--- config.mk ---
export PLATFORM = sky130hd
export DESIGN_NAME = rggen_bus_access_sequencer
export DESIGN_NICKNAME = d
export VERILOG_FILES = /design/src/rtl/rggen_bus_access_sequencer_pkg.sv /design/src/rtl/rggen_response_mux.sv /design/src/rtl/rggen_bus_access_sequencer.sv
export SDC_FILE = /design/constraint.sdc
export NUM_CORES = 1
export LEC_CHECK = 0
export ABC_CLOCK_PERIOD_IN_PS = 3150
export CORE_UTILIZATION = 35
export CTS_CLUSTER_SIZE = 16
export DETAILED_ROUTE_END_ITERATION = 10
export PLACE_DENSITY = 0.84
export SLEW_MARGIN = 20
export SYNTH_ARGS = -nofsm -noshare
export SYNTH_HDL_FRONTEND = slang
export SYNTH_SLANG_ARGS = --single-unit
--- constraint.sdc ---
create_clock -name i_clk -period 3.15 [get_ports i_clk]
set_clock_uncertainty 0.1 [all_clocks]
set_input_delay 0.7875 -clock i_clk [delete_from_list [all_inputs] [get_ports i_clk]]
set_output_delay 0.7875 -clock i_clk [all_outputs]
set_load 0.01 [all_outputs]
--- src/rtl/rggen_bus_access_sequencer_pkg.sv ---
// Shared encodings for the register-block host front stage.
// Access kind, response status, sequencer state and a clog2 helper.
package rggen_bus_access_sequencer_pkg;

    typedef enum logic {
        ACCESS_READ  = 1'b0,
        ACCESS_WRITE = 1'b1
    } access_e;

    typedef enum logic [1:0] {
        STATUS_OKAY         = 2'b00,
        STATUS_EXOKAY       = 2'b01,
        STATUS_SLAVE_ERROR  = 2'b10,
        STATUS_DECODE_ERROR = 2'b11
    } status_e;

    typedef enum logic [1:0] {
        STATE_IDLE,
        STATE_BUSY,
        STATE_RESPONSE
    } state_e;

    function automatic int clog2(input int n);
        int r;
        r = 0;
        while ((1 << r) < n) begin
            r++;
        end
        return r;
    endfunction

endpackage

--- src/rtl/rggen_response_mux.sv ---
// Gated OR-reduction of per-register status and read data.
// Only slices that are both active and ready contribute.
module rggen_response_mux #(
    parameter int BUS_WIDTH = 32,
    parameter int REGISTERS = 1
) (
    input  logic [REGISTERS-1:0]           i_active,
    input  logic [REGISTERS-1:0]           i_ready,
    input  logic [2*REGISTERS-1:0]         i_status,
    input  logic [BUS_WIDTH*REGISTERS-1:0] i_read_data,
    output logic                           o_any_ready,
    output logic [1:0]                     o_status,
    output logic [BUS_WIDTH-1:0]           o_read_data
);

    logic [REGISTERS-1:0] hit;

    assign hit         = i_active & i_ready;
    assign o_any_ready = |hit;

    always_comb begin
        o_status    = '0;
        o_read_data = '0;
        for (int i = 0; i < REGISTERS; i++) begin
            if (hit[i]) begin
                o_status    = o_status | i_status[2*i+:2];
                o_read_data = o_read_data | i_read_data[BUS_WIDTH*i+:BUS_WIDTH];
            end
        end
    end

endmodule

--- src/rtl/rggen_bus_access_sequencer.sv ---
// Host front stage: holds one request, broadcasts it to the decoders,
// and returns a single response (including decode-error and timeout).
module rggen_bus_access_sequencer
    import rggen_bus_access_sequencer_pkg::*;
#(
    parameter int                  ADDRESS_WIDTH     = 8,
    parameter int                  BUS_WIDTH         = 32,
    parameter int                  REGISTERS         = 1,
    parameter bit                  ERROR_STATUS      = 1'b0,
    parameter logic [BUS_WIDTH-1:0] DEFAULT_READ_DATA = '0,
    parameter int                  TIMEOUT_CYCLES    = 0
) (
    input  logic                           i_clk,
    input  logic                           i_rst,
    input  logic                           i_req_valid,
    output logic                           o_req_ready,
    input  logic [1:0]                     i_req_access,
    input  logic [ADDRESS_WIDTH-1:0]       i_req_address,
    input  logic [BUS_WIDTH-1:0]           i_req_write_data,
    input  logic [BUS_WIDTH/8-1:0]         i_req_strobe,
    output logic                           o_rsp_valid,
    input  logic                           i_rsp_ready,
    output logic [1:0]                     o_rsp_status,
    output logic [BUS_WIDTH-1:0]           o_rsp_read_data,
    output logic                           o_register_valid,
    output logic [1:0]                     o_register_access,
    output logic [ADDRESS_WIDTH-1:0]       o_register_address,
    output logic [BUS_WIDTH-1:0]           o_register_write_data,
    output logic [BUS_WIDTH/8-1:0]         o_register_strobe,
    input  logic [REGISTERS-1:0]           i_register_active,
    input  logic [REGISTERS-1:0]           i_register_ready,
    input  logic [2*REGISTERS-1:0]         i_register_status,
    input  logic [BUS_WIDTH*REGISTERS-1:0] i_register_read_data
);

    localparam int CW = (TIMEOUT_CYCLES > 1) ? clog2(TIMEOUT_CYCLES) : 1;
    localparam logic [CW-1:0] LAST_COUNT =
        (TIMEOUT_CYCLES > 0) ? CW'(TIMEOUT_CYCLES - 1) : '0;

    state_e                 state;
    state_e                 state_next;
    logic [CW-1:0]          count;
    logic                   any_active;
    logic                   any_ready;
    logic                   timeout;
    logic                   finish;
    logic [1:0]             mux_status;
    logic [BUS_WIDTH-1:0]   mux_read_data;

    rggen_response_mux #(
        .BUS_WIDTH (BUS_WIDTH),
        .REGISTERS (REGISTERS)
    ) u_response_mux (
        .i_active    (i_register_active),
        .i_ready     (i_register_ready),
        .i_status    (i_register_status),
        .i_read_data (i_register_read_data),
        .o_any_ready (any_ready),
        .o_status    (mux_status),
        .o_read_data (mux_read_data)
    );

    assign any_active = |i_register_active;
    assign timeout    = (TIMEOUT_CYCLES > 0) && (count == LAST_COUNT);
    assign finish     = !any_active || any_ready || timeout;

    always_ff @(posedge i_clk) begin
        if (i_rst) begin
            state <= STATE_IDLE;
        end else begin
            state <= state_next;
        end
    end

    always_comb begin
        state_next = state;
        unique case (state)
            STATE_IDLE:     if (i_req_valid) state_next = STATE_BUSY;
            STATE_BUSY:     if (finish) state_next = STATE_RESPONSE;
            STATE_RESPONSE: if (i_rsp_ready) state_next = STATE_IDLE;
            default:        state_next = STATE_IDLE;
        endcase
    end

    always_comb begin
        o_req_ready      = 1'b0;
        o_register_valid = 1'b0;
        o_rsp_valid      = 1'b0;
        unique case (state)
            STATE_IDLE:     o_req_ready = 1'b1;
            STATE_BUSY:     o_register_valid = 1'b1;
            STATE_RESPONSE: o_rsp_valid = 1'b1;
            default:        o_req_ready = 1'b0;
        endcase
    end

    // Completion is checked before timeout so a late ready still wins.
    always_ff @(posedge i_clk) begin
        if (i_rst) begin
            o_register_access     <= '0;
            o_register_address    <= '0;
            o_register_write_data <= '0;
            o_register_strobe     <= '0;
            o_rsp_status          <= '0;
            o_rsp_read_data       <= '0;
            count                 <= '0;
        end else begin
            if (state == STATE_IDLE && i_req_valid) begin
                o_register_access     <= i_req_access;
                o_register_address    <= i_req_address;
                o_register_write_data <= i_req_write_data;
                o_register_strobe     <= i_req_strobe;
                count                 <= '0;
            end
            if (state == STATE_BUSY) begin
                count <= count + 1'b1;
                if (!any_active) begin
                    o_rsp_status    <= ERROR_STATUS ? STATUS_DECODE_ERROR
                                                    : STATUS_OKAY;
                    o_rsp_read_data <= DEFAULT_READ_DATA;
                end else if (any_ready) begin
                    o_rsp_status    <= mux_status;
                    o_rsp_read_data <= mux_read_data;
                end else if (timeout) begin
                    o_rsp_status    <= STATUS_SLAVE_ERROR;
                    o_rsp_read_data <= DEFAULT_READ_DATA;
                end
            end
        end
    end

endmodule

[After elaboration in Yosys (flattened, before gate mapping)]
Cells that the tools add are included.
Storage, ports and cells
  register bits: 82
Cells by class
  eq/ne operators: 6
  multiplexer cells: 11
  bitwise gates (word level): 1
  reductions and logical operators: 6
Operators with widths (count)
  $mux 32: 2
  $mux 2: 5
  $ne 2x2->1 const B: 3
  $pmux 2 s3: 1
  $mux 1: 3
  $reduce_and 3->1: 1
  $eq 2x1->1 const B: 1
  $eq 2x2->1 const B: 1
  $logic_not 2->1: 1
  $ne 2x1->1 const B: 1
  $reduce_and 2->1: 1
  $and 1x1->1: 1
  $logic_and 1x1->1: 1
  $logic_not 1->1: 1
  $logic_or 1x1->1: 1

[Longest topological paths before layout]
  depth after elaboration: 4
  mapped depth: 6
  depth with buffers taken out: 4

[By module]
A second synthesis with hierarchy kept.
Unflattened totals
  cell total of the unflattened synthesis: 413
  area, all modules: 3355.7 um^2
By module, submodules not included
  rggen_bus_access_sequencer: instances 1, cells each 372, area each 3075.4 um^2, seq. area each 1641.6 um^2
  rggen_response_mux: instances 1, cells each 41, area each 280.3 um^2, seq. area each 0.0 um^2

[Worst setup path after synthesis]
No wires, ideal clock.
  path type: input port to flip-flop
  from: in i_register_active
  to: reg o_rsp_read_data[23]
  arrival time: 1531 ps
  required time: 2918 ps
  path slack: 1387 ps
  cell stages on the path: 6
  cell sequence: buf_4 -> nor2b_1 -> buf_2 -> buf_2 -> o21ai_0 -> a21oi_1
Between the ends
  longest elaborated chain between the ends: 3
  elaborated cells on any way between the ends: 4
  those cells by class: eq/ne (1); mux (1); bitwise (1); reduce/logical (1)
Ends and longest elaborated chain
  from (decl): RTL line rggen_bus_access_sequencer.sv:30  | input logic [REGISTERS-1:0] i_register_active,
  $and 1x1->1: RTL line rggen_response_mux.sv:18  | assign hit = i_active & i_ready;
  $ne 2x1->1 (no source line)
  $reduce_and 2->1 (no source line)
  to (signal assigned): RTL line rggen_bus_access_sequencer.sv:123  | o_rsp_read_data <= mux_read_data;
  to (decl): RTL line rggen_bus_access_sequencer.sv:24  | output logic [BUS_WIDTH-1:0] o_rsp_read_data,
Several ways; a longest one is shown, not always the timed one.
A chain may end at the register's enable or synchronous reset.

[Worst setup path after layout]
  from: reg state[0]
  to: out o_register_valid
Between the ends
  longest elaborated chain between the ends: 2
Ends and longest elaborated chain
  from (decl): RTL line rggen_bus_access_sequencer.sv:40  | state_e state;
  from (signal assigned): RTL line rggen_bus_access_sequencer.sv:71  | state <= state_next;
  $eq 2x1->1: RTL line rggen_bus_access_sequencer.sv:89  | unique case (state)
  $mux 1: RTL line rggen_bus_access_sequencer.sv:89
  to (decl): RTL line rggen_bus_access_sequencer.sv:25  | output logic o_register_valid,
No other way between the ends.

==> results_dict.tcl <==
set metrics [dict create \
    outcome "complete, no violations" \
    yosysWarnings 0 \
    grt.total_usage 0.190 \
    worstSetupEndpoint "o_register_valid" \
    antennaDiodeCount 0 \
    setup_viol 0 \
    clock-root-buffer "clkbuf_8" \
    overflow 0 \
    tritoncts "built" \
    ys_types 22 \
    clk_pin_slew_ns 0.09 \
    crit_family "buffers and inverters" \
    cts-htree-levels 3 \
    crit_fanout 36 \
    avgSynthCellArea_sq_um 8.46 \
    p_comb_frac 0.186 \
    fmax_ghz 0.371 \
    fin_util 0.572 \
    die_h_microns 96.8 \
    synth_simple_gate_area_frac 0.202 \
    gp_congestion 0.724 \
    p_sw_w 0.000617 \
    critPathLaunchType "flip-flop" \
    vias_per_cell 5.07 \
    clkPwrFrac 0.312 \
    crit_chain "nand2b_1 -> inv_6 -> clkdlybuf4s50_1" \
    die_w_microns 96.8 \
    slowest_stage "clkdlybuf4s50_1" \
    vias 3210 \
    place_area_sq_um 4810 \
    reg2reg_depth 4 \
    drive_gt1_frac 0.0895 \
    setup_tns_ns 0 \
    path_depth 3 \
    synth_area_sq_um 3150 \
    syn_nets 458 \
    worst-path-buf-inv 2 \
    dieArea_sq_um 9370 \
    p_per_area_nw_per_um2 445 \
    cp-startpoint "state[0]" \
    use_met1 0.233 \
    slowest_delay_ns 0.59 \
    synth_top_family_by_area "simple AND/OR/NAND/NOR gates" \
    relSlewSlack 0.517 \
    grt_most_used_layer "met2" \
    post-route-drc-count 0 \
    rsz0062_at_grt "no" \
    start_util 0.361 \
    yosysSeqAreaShare 0.522 \
    tightest_slew_ns 0.724 \
    wl_microns 9060 \
    rr_endpoint "o_register_write_data[23]" \
    grt_start_max_net_pins 47 \
    layout_common_cells "167 x clkdlybuf4s50_1, 82 x nand2_1, 82 x dfxtp_1, 71 x a21oi_1, 34 x nand4_1" \
    maxSlewViolCount 0 \
    antenna_found_initial 0 \
    timing.final.crit_share 0.856 \
    synth-xor-area-share 0 \
    grt_use_met2 0.310 \
    rr_startpoint "state[1]" \
    met3_usage 0.0585 \
    total_power_w 0.00222 \
    cp.arrival_ns 1.81 \
    hp-class "reg -> reg" \
    synth-compound-area-share 0.198 \
    final.min_clock_period_ns 2.69 \
    syn_to_final_growth_pct 58.4 \
    postCtsSetupRepairBufs 0 \
    num_io_pins 169 \
    cts_buffer_depth 2 \
    cap_viol_max_count 0 \
    synthCells 372 \
    synthAdderAreaFrac 0 \
    fin_area_sq_um 4990 \
    cts_hold_buf 0 \
    internal-power_w 0.00160 \
    rrSetupSlack_ns 1.60 \
    core_area_sq_um 8720 \
    insertion_delay_ns 0.33 \
    layout_commonest_cell "clkdlybuf4s50_1" \
    fp-row-count 34 \
    ys_ff_latch 82 \
    netSwitchingFraction 0.278 \
    layout.nets 606 \
    endpoint_kind "output port" \
    synth_mux_area_frac 0 \
    seqPwrFrac 0.502 \
    cts_buffers 9 \
    hold_ws_ns 0.358 \
    worstPathRequired_ns 2.26 \
    crit_type "reg -> out" \
    drt_iter0_drc 148 \
    grt_pass1_wl_microns 14800 \
    hold_viol_final 0 \
    antenna_left 0 \
    ir_drop_v 0.000276 \
    cts.sinks 82 \
    wl_per_cell_microns 14.3 \
    power_leakage_nw 1.72 \
    grt_pass1_vias 3073 \
    numPortBuffers 168 \
    drt_first_pass_iters 7 \
    postCtsResizedCells 0 \
    dp_hpwl_microns 6300 \
]
==> metal layers <==
layer | up-vias | routed length, microns | share of wire
met5 | - | 0 | 0
met3 | 25 | 567 | 0.063
met4 | 0 | 245 | 0.027
met1 | 1475 | 3880 | 0.43
li1 | 1570 | - | -
met2 | 140 | 4370 | 0.48
==> sequential cells by signal, summed over array words and instances, names as in the netlist <==
name	flops
o_register_access	2
o_register_address	8
o_register_strobe	4
o_register_write_data	32
o_rsp_read_data	32
o_rsp_status	2
state	2
==> worst min-delay path by stage <==
| stage | from | to | slack [ns] | cells past startpoint |
|---|---|---|---|---|
| finish | o_register_address[0] | o_register_address[0] | 0.36 | 2 |
| global route | o_register_write_data[7] | o_register_write_data[7] | 0.38 | 2 |
| CTS | o_register_address[0] | o_register_address[0] | 0.36 | 2 |
| detailed placement | o_register_address[0] | o_register_address[0] | 0.35 | 2 |
| global placement | o_register_access[1] | o_register_access[1] | 0.34 | 2 |
| floorplan | o_register_access[0] | o_register_access[0] | 0.38 | 2 |
==> cell type report <==
cell class	count	area (sq um)
sequential	82	1640
clock inverter	7	51.3
fill	765	3730
timing repair buffer	175	1750
multi-input combinational	250	1270
clock buffer	9	124
inverter	2	12.5
tap	108	135
==> synthesized netlist by cell type, drive strengths merged <==
library cell / n / share of area
nor2b: 3 / 0.0060
or3b: 1 / 0.0028
a21oi: 81 / 0.14
nor2: 2 / 0.0024
nand2b: 1 / 0.0020
dfxtp: 82 / 0.52
clkbuf: 19 / 0.025
inv: 2 / 0.0040
buf: 19 / 0.050
nand2: 92 / 0.12
o2bb2ai: 1 / 0.0028
nor3b: 1 / 0.0040
nand4: 34 / 0.068
o21ai: 34 / 0.054
==> power by group through the flow <==
stage               combinational [W]  clock, W  sequential (W)
finish                       0.000413  0.000692         0.00111
global route                 0.000444  0.000767         0.00112
global placement             0.000407         0         0.00113
CTS                          0.000416  0.000718         0.00111
floorplan                    0.000167         0         0.00116
detailed placement           0.000414         0         0.00114
==> per-stage QoR <==
stage	cells	worst slack, ns
global placement	617	0.750
CTS	633	0.436
detailed placement	617	0.678
global route	633	0.355
finish	633	0.455
floorplan	372	1.39
==> tightest hold or removal path, cell delays in order (launching register included) <==
cell	delay, ns
dfxtp_1	0.32
nand2_1	0.05
a21oi_1	0.05
==> kinds of logic after synthesis <==
| logic type | Yosys count |
|---|---|
| compound gates | 116 |
| buf+inv | 40 |
| flops | 82 |
| simple gates | 134 |
No activity file was read; power rests on OpenSTA's default activity.
==> variant: new RTL, same settings <==
The parameter `ERROR_STATUS` goes from 1'b0 to 1'b1.
--- a/src/rtl/rggen_bus_access_sequencer.sv
+++ b/src/rtl/rggen_bus_access_sequencer.sv
@@ -8,3 +8,3 @@
     parameter int                  REGISTERS         = 1,
-    parameter bit                  ERROR_STATUS      = 1'b0,
+    parameter bit                  ERROR_STATUS      = 1'b1,
     parameter logic [BUS_WIDTH-1:0] DEFAULT_READ_DATA = '0,
Check against the original RTL: not equivalent (a bounded check fails within 4 cycles, from zero or initial values and one cycle with i_rst high).
==> variant against the original RTL <==
Global-route usage increased by 0.17 points. Power grew 2.2%. First-iteration DRC count shrank 39%. Sequential share of layout area shrank 0.11 points. Worst setup slack gained 75 ps. Wire length shrank 1.4%. Sequential cell count did not move. Synthesized area down 0.32%. Fmax up 2.9%. Design area grew 0.33%. Critical path type unchanged.
==> variant: results (changes against the original RTL) <==
metric;value;unit;change
routed vias/inst;5.05;;-0.41%
dpl ws;666;ps;-12.0 ps
global placement routability congestion;0.730;;+0.90%
placed cell count;619;;+0.32%
first-pass GRT wire length;14800;microns;+0.28%
run status;completed;;
vias in the first global route;3159;;+2.8%
CP arrival;1730;ps;-80 ps
worst-path maximum fanout;34;;-5.6%
WL final;8940;microns;-1.4%
Worst Max-Slew Pin Slew;794;ps;+70.4 ps
Peak VDD IR;0.177;mV;-36%
Ant. Diodes;0;;unchanged
Yosys cell types;24;;+9.1%
fin cells;635;;+0.32%
pin count of the biggest net entering global routing;48;;+2.1%
drt pass-1 iters;4;;-3
share of cells above drive strength 1;8.73;%;-0.22 points
DP Wirelength;6120;microns;-2.9%
number of I/O port buffers;168;;unchanged
syn avg cell area;8.43;sq um;-0.32%
final-layout fill cell count;778;;+1.7%
Post-layout nets;608;;+0.33%
Synth area leaders;dfxtp_1 (52%), a21oi_1 (11%), nand2_1 (9.8%);;
max incr delay on CP;530;ps;-60 ps
Compound-Gate Fraction of Synth Area;20.0;%;+0.26 points
gr usage total;19.2;%;+0.17 points
sequential area share after synthesis;52.3;%;+0.17 points
-- variant: path summary, 6_finish.rpt --
| path | depth (start not counted) | start | slack [ps] | end |
|---|---|---|---|---|
| max | 3 | state[0] | 530 | o_register_valid |
| min reg2reg | 2 | o_register_write_data[22] | 360 | o_register_write_data[22] |
| min | 2 | o_register_write_data[22] | 360 | o_register_write_data[22] |
| max reg2reg | 5 | state[0] | 1370 | o_rsp_status[1] |
-- variant: per-layer routing --
layer | up-vias | global-route usage (%) | share of wire (%)
met5 | - | 0 | 0
met4 | 0 | 6.66 | 1.1
met3 | 10 | 7.80 | 9.7
met2 | 143 | 32.3 | 48
met1 | 1477 | 21.9 | 41
li1 | 1577 | - | -
-- variant: worst register-to-register path: cells and delay by family (launching register included) --
| kind | cells | cell delay [ps] |
|---|---|---|
| AOI/OAI and AO/OA | 2 | 380 |
| buffers and inverters | 2 | 480 |
| DFF | 1 | 480 |
| and+or+nand+nor | 1 | 250 |
-- variant: layout make-up --
type                    instances  share of cell area (%)
clock buffers                  12                    2.70
clock inverters                 4                    1.05
repair buffers                175                    34.8
inverters                       4                   0.300
multi-input cells             250                    25.6
well taps                     108                    2.70
flip-flops and latches         82                    32.8
-- variant: per-stage QoR --
step | hold WS [ps] | total power [W] | cell area (sq um)
floorplan | 381 | 0.00133 | 3140
CTS | 357 | 0.00230 | 5000
global placement | 342 | 0.00155 | 4810
finish | 357 | 0.00227 | 5000
detailed placement | 347 | 0.00156 | 4810
global route | 381 | 0.00237 | 5000
-- variant: report_power, final --
part,switching (W),total [W],internal (W)
registers,0.0000301,0.00112,0.00109
logic,0.000189,0.000415,0.000226
clock network,0.000367,0.000735,0.000368
-- variant: cell families (layout without fill, tap and decap cells) --
kind of cell	Yosys count	count (layout)
simple gates	134	134
compound gates	116	116
flops	82	82
buf+inv	40	195
